`src/rtl/pipe_elastic_reg_pkg.sv`:
```
// -----------------------------------------------------------------------------
// pipe_elastic_reg_pkg
//   Shared definitions for the elastic inter-stage register:
//   - stage_state_e : occupancy state of one 2-entry skid stage
//   - default bundle widths and the maximum supported chain depth
//   - LOW/HIGH/CLEAR constants used for readable constant drives
//   - occ_width_ok  : true when an occupancy counter of the given width can
//                     represent every value 0..2*depth
// -----------------------------------------------------------------------------
package pipe_elastic_reg_pkg;

  // Stage state: how many entries a skid stage currently holds.
  typedef enum logic [1:0] {
    ST_EMPTY = 2'd0,
    ST_ONE   = 2'd1,
    ST_TWO   = 2'd2
  } stage_state_e;

  localparam int DEFAULT_PIPE_CTRL_WIDTH = 8;
  localparam int DEFAULT_PIPE_DATA_WIDTH = 32;
  localparam int MAX_PIPE_DEPTH          = 4;

  localparam logic LOW   = 1'b0;
  localparam logic HIGH  = 1'b1;
  localparam logic CLEAR = 1'b0;

  // Each stage holds at most two items, so the counter must reach 2*depth.
  function automatic bit occ_width_ok(input int depth, input int occ_width);
    return (2 ** occ_width) > (2 * depth);
  endfunction

endpackage : pipe_elastic_reg_pkg

```
`src/rtl/pipe_elastic_reg_skid_stage.sv`:
```
// -----------------------------------------------------------------------------
// pipe_elastic_reg_skid_stage (logical name: pipe_skid_stage)
//   One elastic pipeline stage: a main register (the head presented
//   downstream) plus a skid register that absorbs the one extra item that can
//   arrive in the cycle the downstream side stalls. up_ready depends only on
//   the stage state, so chaining stages never builds a combinational ready
//   path.
//
// Ports:
//   clk, srst          clock and synchronous active-high reset
//   flush              drop all held items, control registers cleared
//   enable             low = freeze (no state, data or handshake activity)
//   up_valid/up_ready  upstream handshake, up_ctrl/up_data upstream bundle
//   dn_valid/dn_ready  downstream handshake, dn_ctrl/dn_data head bundle
// -----------------------------------------------------------------------------
module pipe_elastic_reg_skid_stage
  import pipe_elastic_reg_pkg::*;
#(
  parameter int CTRL_WIDTH = DEFAULT_PIPE_CTRL_WIDTH,
  parameter int DATA_WIDTH = DEFAULT_PIPE_DATA_WIDTH,
  parameter bit CLEAR_DATA = 1'b0
) (
  input  logic                  clk,
  input  logic                  srst,
  input  logic                  flush,
  input  logic                  enable,
  input  logic                  up_valid,
  output logic                  up_ready,
  input  logic [CTRL_WIDTH-1:0] up_ctrl,
  input  logic [DATA_WIDTH-1:0] up_data,
  output logic                  dn_valid,
  input  logic                  dn_ready,
  output logic [CTRL_WIDTH-1:0] dn_ctrl,
  output logic [DATA_WIDTH-1:0] dn_data
);

  stage_state_e          state_reg, state_next;
  logic [CTRL_WIDTH-1:0] main_ctrl_reg, main_ctrl_next;
  logic [CTRL_WIDTH-1:0] skid_ctrl_reg, skid_ctrl_next;
  logic [DATA_WIDTH-1:0] main_data_reg, main_data_next;
  logic [DATA_WIDTH-1:0] skid_data_reg, skid_data_next;
  logic                  up_fire;
  logic                  dn_fire;

  assign up_ready = (state_reg != ST_TWO);
  assign dn_valid = (state_reg != ST_EMPTY);
  assign dn_ctrl  = main_ctrl_reg;
  assign dn_data  = main_data_reg;

  // Fires are qualified by enable so a frozen pipe cannot move items even
  // between its own internal stages.
  assign up_fire = enable & up_valid & up_ready;
  assign dn_fire = enable & dn_valid & dn_ready;

  always_comb begin
    state_next     = state_reg;
    main_ctrl_next = main_ctrl_reg;
    skid_ctrl_next = skid_ctrl_reg;
    main_data_next = main_data_reg;
    skid_data_next = skid_data_reg;

    case (state_reg)
      ST_EMPTY: begin
        if (up_fire) begin
          state_next     = ST_ONE;
          main_ctrl_next = up_ctrl;
          main_data_next = up_data;
        end
      end
      ST_ONE: begin
        if (up_fire && dn_fire) begin
          // Pass-through: head leaves, new item becomes head.
          main_ctrl_next = up_ctrl;
          main_data_next = up_data;
        end else if (up_fire) begin
          // Downstream stalled: park the new item in the skid register.
          state_next     = ST_TWO;
          skid_ctrl_next = up_ctrl;
          skid_data_next = up_data;
        end else if (dn_fire) begin
          state_next = ST_EMPTY;
        end
      end
      ST_TWO: begin
        // Not ready in this state, so only a departure can happen.
        if (dn_fire) begin
          state_next     = ST_ONE;
          main_ctrl_next = skid_ctrl_reg;
          main_data_next = skid_data_reg;
        end
      end
      default: begin
        state_next = ST_EMPTY;
      end
    endcase

    // Flush overrides the handshake and ignores enable; an item offered in
    // the same cycle is dropped without touching the data registers unless
    // they are configured to clear.
    if (flush) begin
      state_next     = ST_EMPTY;
      main_ctrl_next = '0;
      skid_ctrl_next = '0;
      main_data_next = CLEAR_DATA ? '0 : main_data_reg;
      skid_data_next = CLEAR_DATA ? '0 : skid_data_reg;
    end
  end

  always_ff @(posedge clk) begin
    if (srst) begin
      state_reg     <= ST_EMPTY;
      main_ctrl_reg <= '0;
      skid_ctrl_reg <= '0;
    end else begin
      state_reg     <= state_next;
      main_ctrl_reg <= main_ctrl_next;
      skid_ctrl_reg <= skid_ctrl_next;
    end
  end

  // Data registers only clear on reset when configured to; otherwise reset
  // leaves them holding their last value.
  always_ff @(posedge clk) begin
    if (srst) begin
      if (CLEAR_DATA) begin
        main_data_reg <= '0;
        skid_data_reg <= '0;
      end
    end else begin
      main_data_reg <= main_data_next;
      skid_data_reg <= skid_data_next;
    end
  end

endmodule : pipe_elastic_reg_skid_stage

```
`src/rtl/pipe_elastic_reg.sv`:
```
// -----------------------------------------------------------------------------
// pipe_elastic_reg
//   Parametrised elastic pipeline register placed between two pipeline
//   stages. DEPTH chained 2-entry skid stages carry a control bundle and a
//   data bundle with a valid/ready handshake, flush (control forced to zero =
//   NOP), a global enable freeze and an occupancy count.
//
// Parameters:
//   CTRL_WIDTH  control bundle width (flush/reset force it to zero)
//   DATA_WIDTH  data bundle width
//   DEPTH       number of chained stages, 1..MAX_PIPE_DEPTH
//   CLEAR_DATA  1 = flush and reset also zero the data registers
//   OCC_WIDTH   occupancy width, needs 2**OCC_WIDTH > 2*DEPTH
//
// Ports:
//   i_clk, i_reset        clock, synchronous active-high reset
//   i_enable              global advance enable (low = freeze)
//   i_flush               drop every held item
//   i_valid/o_ready       upstream handshake, i_ctrl/i_data upstream bundle
//   o_valid/i_ready       downstream handshake, o_ctrl/o_data head bundle
//   o_occupancy, o_empty  items currently held, and occupancy == 0
// -----------------------------------------------------------------------------
module pipe_elastic_reg
  import pipe_elastic_reg_pkg::*;
#(
  parameter int CTRL_WIDTH = DEFAULT_PIPE_CTRL_WIDTH,
  parameter int DATA_WIDTH = DEFAULT_PIPE_DATA_WIDTH,
  parameter int DEPTH      = 1,
  parameter int CLEAR_DATA = 0,
  parameter int OCC_WIDTH  = 4
) (
  input  logic                  i_clk,
  input  logic                  i_reset,
  input  logic                  i_enable,
  input  logic                  i_flush,
  input  logic                  i_valid,
  output logic                  o_ready,
  input  logic [CTRL_WIDTH-1:0] i_ctrl,
  input  logic [DATA_WIDTH-1:0] i_data,
  output logic                  o_valid,
  input  logic                  i_ready,
  output logic [CTRL_WIDTH-1:0] o_ctrl,
  output logic [DATA_WIDTH-1:0] o_data,
  output logic [OCC_WIDTH-1:0]  o_occupancy,
  output logic                  o_empty
);

  localparam bit                   CLEAR_DATA_BIT = (CLEAR_DATA != 0);
  localparam logic [OCC_WIDTH-1:0] OCC_ONE        = OCC_WIDTH'(1);

  // Link k is the interface into stage k; link DEPTH is the block output.
  logic [DEPTH:0]        link_valid;
  logic [DEPTH:0]        link_ready;
  logic [CTRL_WIDTH-1:0] link_ctrl [0:DEPTH];
  logic [DATA_WIDTH-1:0] link_data [0:DEPTH];

  logic                  in_fire;
  logic                  out_fire;
  logic [OCC_WIDTH-1:0]  occ_reg, occ_next;

  assign link_valid[0]     = i_valid;
  assign link_ctrl[0]      = i_ctrl;
  assign link_data[0]      = i_data;
  assign link_ready[DEPTH] = i_ready;

  generate
    for (genvar gi = 0; gi < DEPTH; gi++) begin : g_stage
      pipe_elastic_reg_skid_stage #(
        .CTRL_WIDTH (CTRL_WIDTH),
        .DATA_WIDTH (DATA_WIDTH),
        .CLEAR_DATA (CLEAR_DATA_BIT)
      ) u_stage (
        .clk      (i_clk),
        .srst     (i_reset),
        .flush    (i_flush),
        .enable   (i_enable),
        .up_valid (link_valid[gi]),
        .up_ready (link_ready[gi]),
        .up_ctrl  (link_ctrl[gi]),
        .up_data  (link_data[gi]),
        .dn_valid (link_valid[gi+1]),
        .dn_ready (link_ready[gi+1]),
        .dn_ctrl  (link_ctrl[gi+1]),
        .dn_data  (link_data[gi+1])
      );
    end
  endgenerate

  // Freeze hides both handshakes so neither neighbour can see a fire.
  assign o_ready = i_enable ? link_ready[0]     : LOW;
  assign o_valid = i_enable ? link_valid[DEPTH] : LOW;
  assign o_ctrl  = link_ctrl[DEPTH];
  assign o_data  = link_data[DEPTH];

  assign in_fire  = i_valid & o_ready;
  assign out_fire = o_valid & i_ready;

  // Occupancy tracks the handshakes directly; a simultaneous arrival and
  // departure leaves it unchanged.
  always_comb begin
    occ_next = occ_reg;
    if (i_flush) begin
      occ_next = '0;
    end else if (in_fire && !out_fire) begin
      occ_next = occ_reg + OCC_ONE;
    end else if (!in_fire && out_fire) begin
      occ_next = occ_reg - OCC_ONE;
    end
  end

  always_ff @(posedge i_clk) begin
    if (i_reset) begin
      occ_reg <= '0;
    end else begin
      occ_reg <= occ_next;
    end
  end

  assign o_occupancy = occ_reg;
  assign o_empty     = (occ_reg == '0) ? HIGH : CLEAR;

endmodule : pipe_elastic_reg

```
`config.mk`:
```
export PLATFORM = sky130hd
export DESIGN_NAME = pipe_elastic_reg
export DESIGN_NICKNAME = d
export VERILOG_FILES = /design/src/rtl/pipe_elastic_reg_pkg.sv /design/src/rtl/pipe_elastic_reg_skid_stage.sv /design/src/rtl/pipe_elastic_reg.sv
export SDC_FILE = /design/constraint.sdc
export NUM_CORES = 1
export LEC_CHECK = 0
export ABC_AREA = 1
export CAP_MARGIN = 20
export CORE_ASPECT_RATIO = 0.9
export CORE_MARGIN = 3
export CORE_UTILIZATION = 25
export DETAILED_ROUTE_END_ITERATION = 7
export MAX_ROUTING_LAYER = met4
export PLACE_DENSITY = 0.43
export SLEW_MARGIN = 15
export SYNTH_ARGS = -nofsm -noshare
export SYNTH_HDL_FRONTEND = slang
export SYNTH_HIERARCHICAL = 1
export SYNTH_SLANG_ARGS = --single-unit
```
`constraint.sdc`:
```
create_clock -name i_clk -period 3.8 [get_ports i_clk]
set_clock_uncertainty 0.05 [all_clocks]
set_input_delay 0.57 -clock i_clk [delete_from_list [all_inputs] [get_ports i_clk]]
set_output_delay 0.57 -clock i_clk [all_outputs]
set_load 0.005 [all_outputs]
```
# [Yosys cells after proc, flatten, opt, wreduce, memory -nomap -nowiden]
# Cells that the tools add are included.
# W data, S select, Z words.
[word_totals] register_bits=86 input_bits=46 output_inout_bits=47 word_cells=60
[op_classes] add_sub_neg=2 n_eq_ne=8 muxes=19 n_bitwise=9 n_reduce_logical=16
[ops] cell="$mux W32" n=3
[ops] cell="$pmux W32 S3" n=1
[ops] cell="$mux W8" n=3
[ops] cell="$pmux W8 S3" n=1
[ops] cell="$mux W2" n=5
[ops] cell="$mux W4" n=2
[ops] cell="$reduce_and A4 Y1" n=2
[ops] cell="$and A1 B1 Y1" n=6
[ops] cell="$ne A2 B1 Y1 const B" n=3
[ops] cell="$pmux W2 S3" n=1
[ops] cell="$reduce_and A6 Y1" n=1
[ops] cell="$reduce_and A5 Y1" n=1
[ops] cell="$add A4 B1 Y4 const B" n=1
[ops] cell="$logic_not A4 Y1" n=1
[ops] cell="$ne A2 B2 Y1 const B" n=2
[ops] cell="$reduce_bool A2 Y1" n=2
[ops] cell="$sub A4 B1 Y4 const B" n=1
[ops] cell="$logic_and A1 B1 Y1" n=3
[ops] cell="$mux W1" n=3
[ops] cell="$ne A3 B1 Y1 const B" n=1
[ops] cell="$not A1 Y1" n=3
[ops] cell="$reduce_and A3 Y1" n=1
[ops] cell="$reduce_bool A3 Y1" n=1
[ops] cell="$eq A2 B1 Y1 const B" n=1
[ops] cell="other kinds (4)" n=5

# [Logic depth before layout (Yosys ltp)]
# Gate-level depths: netlist of run 1.
[logic_depth] depth_word=7 mapped_depth=16 ltp_nobuf=15

# [Hierarchy]
# The synthesis of run 1 kept the hierarchy.
[by_module_without_submodules] mod="pipe_elastic_reg_skid_stage" n_inst=1 cells_per_inst=306 area_per_inst_um2=3206.8 seq_area_each_um2=2282.2
[by_module_without_submodules] mod="pipe_elastic_reg" n_inst=1 cells_per_inst=45 area_per_inst_um2=304.0 seq_area_each_um2=80.1

# [Worst setup path after synthesis of run 1]
# OpenSTA, ideal clock, no wires.
[synth_timing] path_type="input port to flip-flop" start="in i_ready" end="reg g_stage[0].u_stage.skid_data_reg[0] (enable)" setup_ps=421 arrival_time_ps=2453 required_ps=3329 path_slack_ps=876 path_stages=4 path_buffers=1 path_cell_list="nand2_1 nand4_2 buf_4 nor2_1"
[synth_via] elab_chain_len=4
[synth_lines] item="start, declared" line_no="pipe_elastic_reg.sv:41" rtl="input logic i_ready,"
[synth_lines] item="$and A1 B1 Y1" line_no="pipe_elastic_reg_skid_stage.sv:53" rtl="assign dn_fire = enable & dn_valid & dn_ready;"
[synth_lines] item="$logic_and A1 B1 Y1" line_no="pipe_elastic_reg_skid_stage.sv:71" rtl="if (up_fire && dn_fire) begin"
[synth_lines] item="$not A1 Y1 (no source line)"
[synth_lines] item="$reduce_and A5 Y1 (no source line)"
[synth_lines] item="end signal, assigned" line_no="pipe_elastic_reg_skid_stage.sv:131" rtl="skid_data_reg <= skid_data_next;"
[synth_lines] item="end, declared" line_no="pipe_elastic_reg_skid_stage.sv:41" rtl="logic [DATA_WIDTH-1:0] skid_data_reg, skid_data_next;"
# Every way passes these cells.
# A chain may end at the register's enable or synchronous reset.

# [Final worst setup path of run 1]
[layout_timing] start="reg g_stage[0].u_stage.state_reg[0]" end="out o_ready"
[layout_via] elab_chain_len=2
[layout_lines] item="start, declared" line_no="pipe_elastic_reg_skid_stage.sv:37" rtl="stage_state_e state_reg, state_next;"
[layout_lines] item="start signal, assigned" line_no="pipe_elastic_reg_skid_stage.sv:115" rtl="state_reg <= state_next;"
[layout_lines] item="$ne A2 B2 Y1" line_no="pipe_elastic_reg_skid_stage.sv:45" rtl="assign up_ready = (state_reg != ST_TWO);"
[layout_lines] item="via link_ready[0]" line_no="pipe_elastic_reg.sv:53" rtl="logic [DEPTH:0] link_ready;"
[layout_lines] item="$mux W1" line_no="pipe_elastic_reg.sv:90" rtl="assign o_ready = i_enable ? link_ready[0] : LOW;"
[layout_lines] item="end, declared" line_no="pipe_elastic_reg.sv:37" rtl="output logic o_ready,"
# The timed path passes the listed nets, and every way through them passes these cells.

==> impl_metrics.tcl, run 1 <==
set metrics [dict create \
    outcome "complete, no violations" \
    clock-sinks 86 \
    worstPathMaxFanout 51 \
    p_switching_uw 435 \
    power_leakage_uw 0.00202 \
    swShare 0.205 \
    p_comb_frac 0.073 \
    ys_warn_count 6 \
    postCtsHoldBufs 0 \
    path_cells "inv_2 > nand2_4 > nand2_1 > inv_1 > clkdlybuf4s50_1" \
    nets 497 \
    placed_area_um2 4630 \
    setup_violations 0 \
    slowest_stage "clkdlybuf4s50_1" \
    start_kind "register" \
    cp.arrival_ns 1.97 \
    dieArea_um2 15500 \
    power.density_nw_per_um2 426 \
    grt_antenna_before_repair 0 \
    drtIter0Drc 116 \
    min_path_type "reg2reg" \
    synth_seq_cells 86 \
    place.gp.congestion 0.727 \
    r2r_slack_ns 1.46 \
    h-tree-depth 3 \
    wl_per_cell_um 12.0 \
    numCtsBuffers 9 \
    first_global_vias 2428 \
    seq_area_frac_synth 0.673 \
    cpPeakStageDelay_ns 0.51 \
    reg2reg_to "o_occupancy[3]" \
    fmax_mhz 386 \
    stdcell_area_um2 4980 \
    core_um2 13600 \
    ios 93 \
    area_delta_synth_final_pct 41.8 \
    grt.total_usage 0.106 \
    grt-ovfl-total 0 \
    ys.flop_type "edfxtp_1" \
    initial_utilization 0.259 \
    synth_cell_types 23 \
    cts_tree "done" \
    cts-root-buf "clkbuf_16" \
    async_flop_share 0 \
    drcViolationCount 0 \
    grt_pass1_wl_um 12300 \
    via_per_inst 3.88 \
    worstMarginPinSlew_ns 0.552 \
    drv_slew 0 \
    clk_path_buf_depth 2 \
    holdCritStartpoint "g_stage[0].u_stage/skid_data_reg[23]" \
    p_seq_frac 0.485 \
    internal_power_uw 1690 \
    syn_inst 351 \
    ir_worst_vdd_v 0.000154 \
    vias 2490 \
    diodes 0 \
    cp-end-kind "output pin" \
    crit_required_ns 3.18 \
    syn_area_um2 3510 \
    postCtsResizedCells 0 \
    hold_slack_ns 0.460 \
    ant_nets 0 \
    drive_gt1_frac 0.0642 \
    syn-num-nets 401 \
    wirelength_um 7720 \
    syn_avg_cell_area_um2 10.0 \
    slew-limit-headroom 0.632 \
    worstHoldEndpoint "g_stage[0].u_stage/dn_data[23]" \
    port_buffers 92 \
    dp_cells 624 \
    min_path_cells 2 \
    dieWidth_um 131 \
    final.setup.tns_ns 0 \
    path_clk_slew_ns 0.06 \
    chipHeight_um 118 \
    rsz0062_at_grt "no" \
    dp_hpwl_um 5150 \
    fp-row-count 40 \
    crit_type "reg2out" \
    maxCapViolCount 0 \
    grt_start_max_net_pins 52 \
    finalHoldViolations 0 \
    fin_cells 641 \
    drt-pass1-iter-count 4 \
    reg2reg_from "g_stage[0].u_stage/state_reg[0]" \
    synth_edf_count 64 \
    cts_setup_buffers 0 \
    clkLatencyLatePin_ns 0.34 \
    period_needed_ns 2.59 \
    fin_crit_sh 0.682 \
    r2r_cells 12 \
    clkPwrFrac 0.442 \
]
==> power groups by stage <==
| stage | clock network (µW) | registers [µW] | logic [µW] |
|---|---|---|---|
| 2_1_floorplan | 0 | 1050 | 58.9 |
| 3_3_place_gp | 0 | 1050 | 155 |
| 3_5_place_dp | 0 | 1050 | 156 |
| 4_1_cts | 976 | 1030 | 158 |
| 5_1_grt | 1000 | 1030 | 173 |
| 6_report | 937 | 1030 | 155 |
==> cell families (layout without fill, tap and decap cells) <==
| family | Yosys count | in the layout | share of synthesized area |
|---|---|---|---|
| buffers and inverters | 41 | 142 | 0.0531 |
| AOI/OAI and AO/OA | 13 | 13 | 0.0196 |
| DFF | 86 | 86 | 0.673 |
| and+or+nand+nor | 205 | 205 | 0.233 |
| adders and majority gates | 4 | 4 | 0.0164 |
| xor gates and xnor gates | 2 | 2 | 0.00499 |
==> Yosys cell counts (2+ instances only) <==
cell,number,area [µm²]
ha_1,3,37.5
or2_1,2,12.5
nor2_1,39,146
xor2_1,2,17.5
o21ai_0,8,40.0
nand2_1,153,574
o21ai_1,2,10.0
edfxtp_1,64,1920
nand2_4,3,33.8
a21oi_1,2,10.0
buf_4,5,37.5
nand3_1,4,20.0
inv_1,28,105
inv_2,2,7.51
buf_2,5,25.0
dfxtp_1,22,440
==> per-stage QoR <==
| stage | total power [µW] | utilization | setup WS, ns |
|---|---|---|---|
| final | 2120 | 0.367 | 1.21 |
| after global routing | 2200 | 0.367 | 1.03 |
| after CTS | 2160 | 0.365 | 1.13 |
| after detailed placement | 1200 | 0.342 | 1.11 |
| after global placement | 1200 | 0.342 | 1.13 |
| after floorplan | 1110 | - | 0.876 |
==> routing by layer <==
layer | GRT usage | vias to the layer above | share of wire
met5 | - | - | 0
met4 | 0.0347 | 0 | 0.018
met3 | 0.0398 | 12 | 0.071
met2 | 0.148 | 99 | 0.42
met1 | 0.141 | 1072 | 0.49
li1 | - | 1307 | -
==> worst max-delay path, delay by kind of cell, from the launching register on <==
family,cells,cell delay (ns)
buf+inv,3,0.69
simple gates,2,0.55
flops,1,0.39
==> placed cells by master (no fill, tap or decap), drive strengths merged <==
master and n:
a21oi 3, buf 4, bufinv 2, clkbuf 9, clkdlybuf4s50 92, clkinv 2, clkinvlp 1, dfxtp 22
edfxtp 64, fa 1, ha 3, inv 32, nand2 156, nand3 4, nand4 2, nor2 40
nor4 1, o21ai 10, or2 2, xor2 2
==> layout make-up <==
type / instances / area (µm²)
clock buffer: 9 / 225
clock inverter: 7 / 93.8
fill: 1346 / 8580
inverter: 30 / 113
multi-input combinational: 224 / 977
sequential: 86 / 2360
tap: 189 / 236
timing repair buffer: 96 / 971
==> how the worst max path moves through the flow <==
stage                                                from                                  end
after floorplan                                   i_ready  g_stage[0].u_stage/skid_data_reg[0]
after CTS                 g_stage[0].u_stage/state_reg[0]                              o_ready
after global routing      g_stage[0].u_stage/state_reg[0]                              o_ready
after detailed placement                         i_enable  g_stage[0].u_stage/skid_data_reg[9]
after global placement                           i_enable  g_stage[0].u_stage/skid_data_reg[9]
final                     g_stage[0].u_stage/state_reg[0]                              o_ready
No activity file was read; power rests on OpenSTA's default activity.
==> inputs of run 2 (changes only) <==
--- a/config.mk
+++ b/config.mk
@@ -12,7 +12,7 @@
 export CORE_UTILIZATION = 25
 export DETAILED_ROUTE_END_ITERATION = 7
 export MAX_ROUTING_LAYER = met4
-export PLACE_DENSITY = 0.43
+export PLACE_DENSITY = 0.44
 export SLEW_MARGIN = 15
 export SYNTH_ARGS = -nofsm -noshare
 export SYNTH_HDL_FRONTEND = slang
==> constraint.sdc (replaced) <==
create_clock -name i_clk -period 2.11 [get_ports i_clk]
set_clock_uncertainty 0.05 [all_clocks]
set_input_delay 0.3165 -clock i_clk [delete_from_list [all_inputs] [get_ports i_clk]]
set_output_delay 0.3165 -clock i_clk [all_outputs]
set_load 0.005 [all_outputs]
==> run 2 against run 1 <==
Worst setup slack lost 1.1 ns. Design area rose by 0.85%. Sequential share of layout area fell by 0.38 points. Clock-buffer cell count increased by 1. Critical path depth is 1 higher. Global-route usage grew 0.19 points.
==> impl_metrics.tcl, run 2 (synthesis gave the netlist of run 1 again) <==
set metrics [dict create \
    nets 504 \
    maxCapViolCount 0 \
    h-tree-depth 3 \
    ir_worst_vdd_v 0.000302 \
    drtIter0Drc 172 \
    numCtsBuffers 9 \
    chipHeight_um 118 \
    outcome "complete, no violations" \
    crit_type "reg2out" \
    dieWidth_um 131 \
    worstMarginPinSlew_ns 0.509 \
    grt-ovfl-total 0 \
    initial_utilization 0.259 \
    area_delta_synth_final_pct 43.0 \
    wirelength_um 7800 \
    drive_gt1_frac 0.0763 \
    rsz0062_at_grt "no" \
    cts-root-buf "clkbuf_16" \
    drt-pass1-iter-count 4 \
    vias 2547 \
    clkLatencyLatePin_ns 0.34 \
    drcViolationCount 0 \
    worstPathMaxFanout 3 \
    multi_input_area_um2 977 \
    first_global_vias 2483 \
    seqCellArea_um2 2360 \
    start_kind "register" \
    clk_path_buf_depth 2 \
    fmax_mhz 509 \
    cp.arrival_ns 1.60 \
    drv_slew 0 \
    final.setup.tns_ns 0 \
    clock-sinks 86 \
    finalHoldViolations 0 \
    postCtsHoldBufs 0 \
    port_buffers 92 \
    fin_crit_sh 0.930 \
    cts_setup_buffers 0 \
    cp-end-kind "output pin" \
    wl_per_cell_um 12.0 \
    path_clk_slew_ns 0.06 \
    min_path_type "reg2reg" \
    ios 93 \
    final_common_cell "nand2_1" \
    core_um2 13600 \
    ant_nets 0 \
    final_cell_mix "153 x nand2_1, 92 x clkdlybuf4s50_1, 64 x edfxtp_1" \
    postCtsResizedCells 0 \
    cts_tree "done" \
    power_leakage_uw 0.00203 \
    fillCellCount 1386 \
    diodes 0 \
    via_per_inst 3.93 \
    grt_antenna_before_repair 0 \
    crit_required_ns 1.74 \
    dieArea_um2 15500 \
    slew-limit-headroom 0.661 \
    place.gp.congestion 0.727 \
    finish.utilization 0.370 \
    grt.total_usage 0.108 \
    fp-row-count 40 \
    grt_pass1_wl_um 12600 \
    grt_start_max_net_pins 51 \
    period_needed_ns 1.96 \
    power.density_nw_per_um2 736 \
    setup_violations 0 \
    dp_hpwl_um 5210 \
]
-- run 2: final timing paths --
| kind | from | end | slack [ns] | depth (start not counted) |
|---|---|---|---|---|
| setup / recovery | g_stage[0].u_stage/state_reg[0] | o_valid | 0.15 | 6 |
| hold / removal | g_stage[0].u_stage/skid_data_reg[22] | g_stage[0].u_stage/dn_data[22] | 0.45 | 2 |
| setup reg to reg | g_stage[0].u_stage/state_reg[0] | o_occupancy[3] | 0.16 | 13 |
| hold reg to reg | g_stage[0].u_stage/skid_data_reg[22] | g_stage[0].u_stage/dn_data[22] | 0.45 | 2 |
-- run 2: metal layers --
metal | GRT usage | share of wire | up-vias
met5 | - | 0 | -
met4 | 0.0289 | 0.011 | 0
met3 | 0.0429 | 0.073 | 10
met2 | 0.155 | 0.43 | 77
met1 | 0.141 | 0.48 | 1144
li1 | - | - | 1316
-- run 2: where the power goes --
group | total [µW] | internal (µW) | switching [µW]
combinational | 284 | 163 | 121
sequential | 1850 | 1840 | 11.3
clock | 1560 | 914 | 646
total | 3700 | 2920 | 779
-- run 2: layout make-up --
class	instances	share of cell area
clock buffer	10	0.0456
clock inverter	6	0.0122
inverter	30	0.0224
multi-input combinational	224	0.195
sequential	86	0.471
tap	189	0.0471
timing repair buffer	103	0.207
-- run 2: worst max-delay path, cell delays in order (launching register included) --
cell and delay, ns:
dfxtp_1 0.38, inv_2 0.08, nand2_4 0.08, nand2_1 0.05, inv_1 0.08, buf_4 0.10
clkdlybuf4s50_1 0.49
-- run 2: metrics by stage --
stage | setup slack, ns | cell area (µm²) | instances | hold slack, ns | total power, µW
floorplan | 0.0184 | 3520 | 351 | 0.365 | 2000
global placement | -0.0627 | 4730 | 632 | 0.444 | 2170
detailed placement | -0.166 | 4730 | 632 | 0.446 | 2180
CTS | 0.131 | 5020 | 648 | 0.461 | 3760
global route | 0.0205 | 5020 | 648 | 0.471 | 3860
finish | 0.147 | 5020 | 648 | 0.453 | 3700
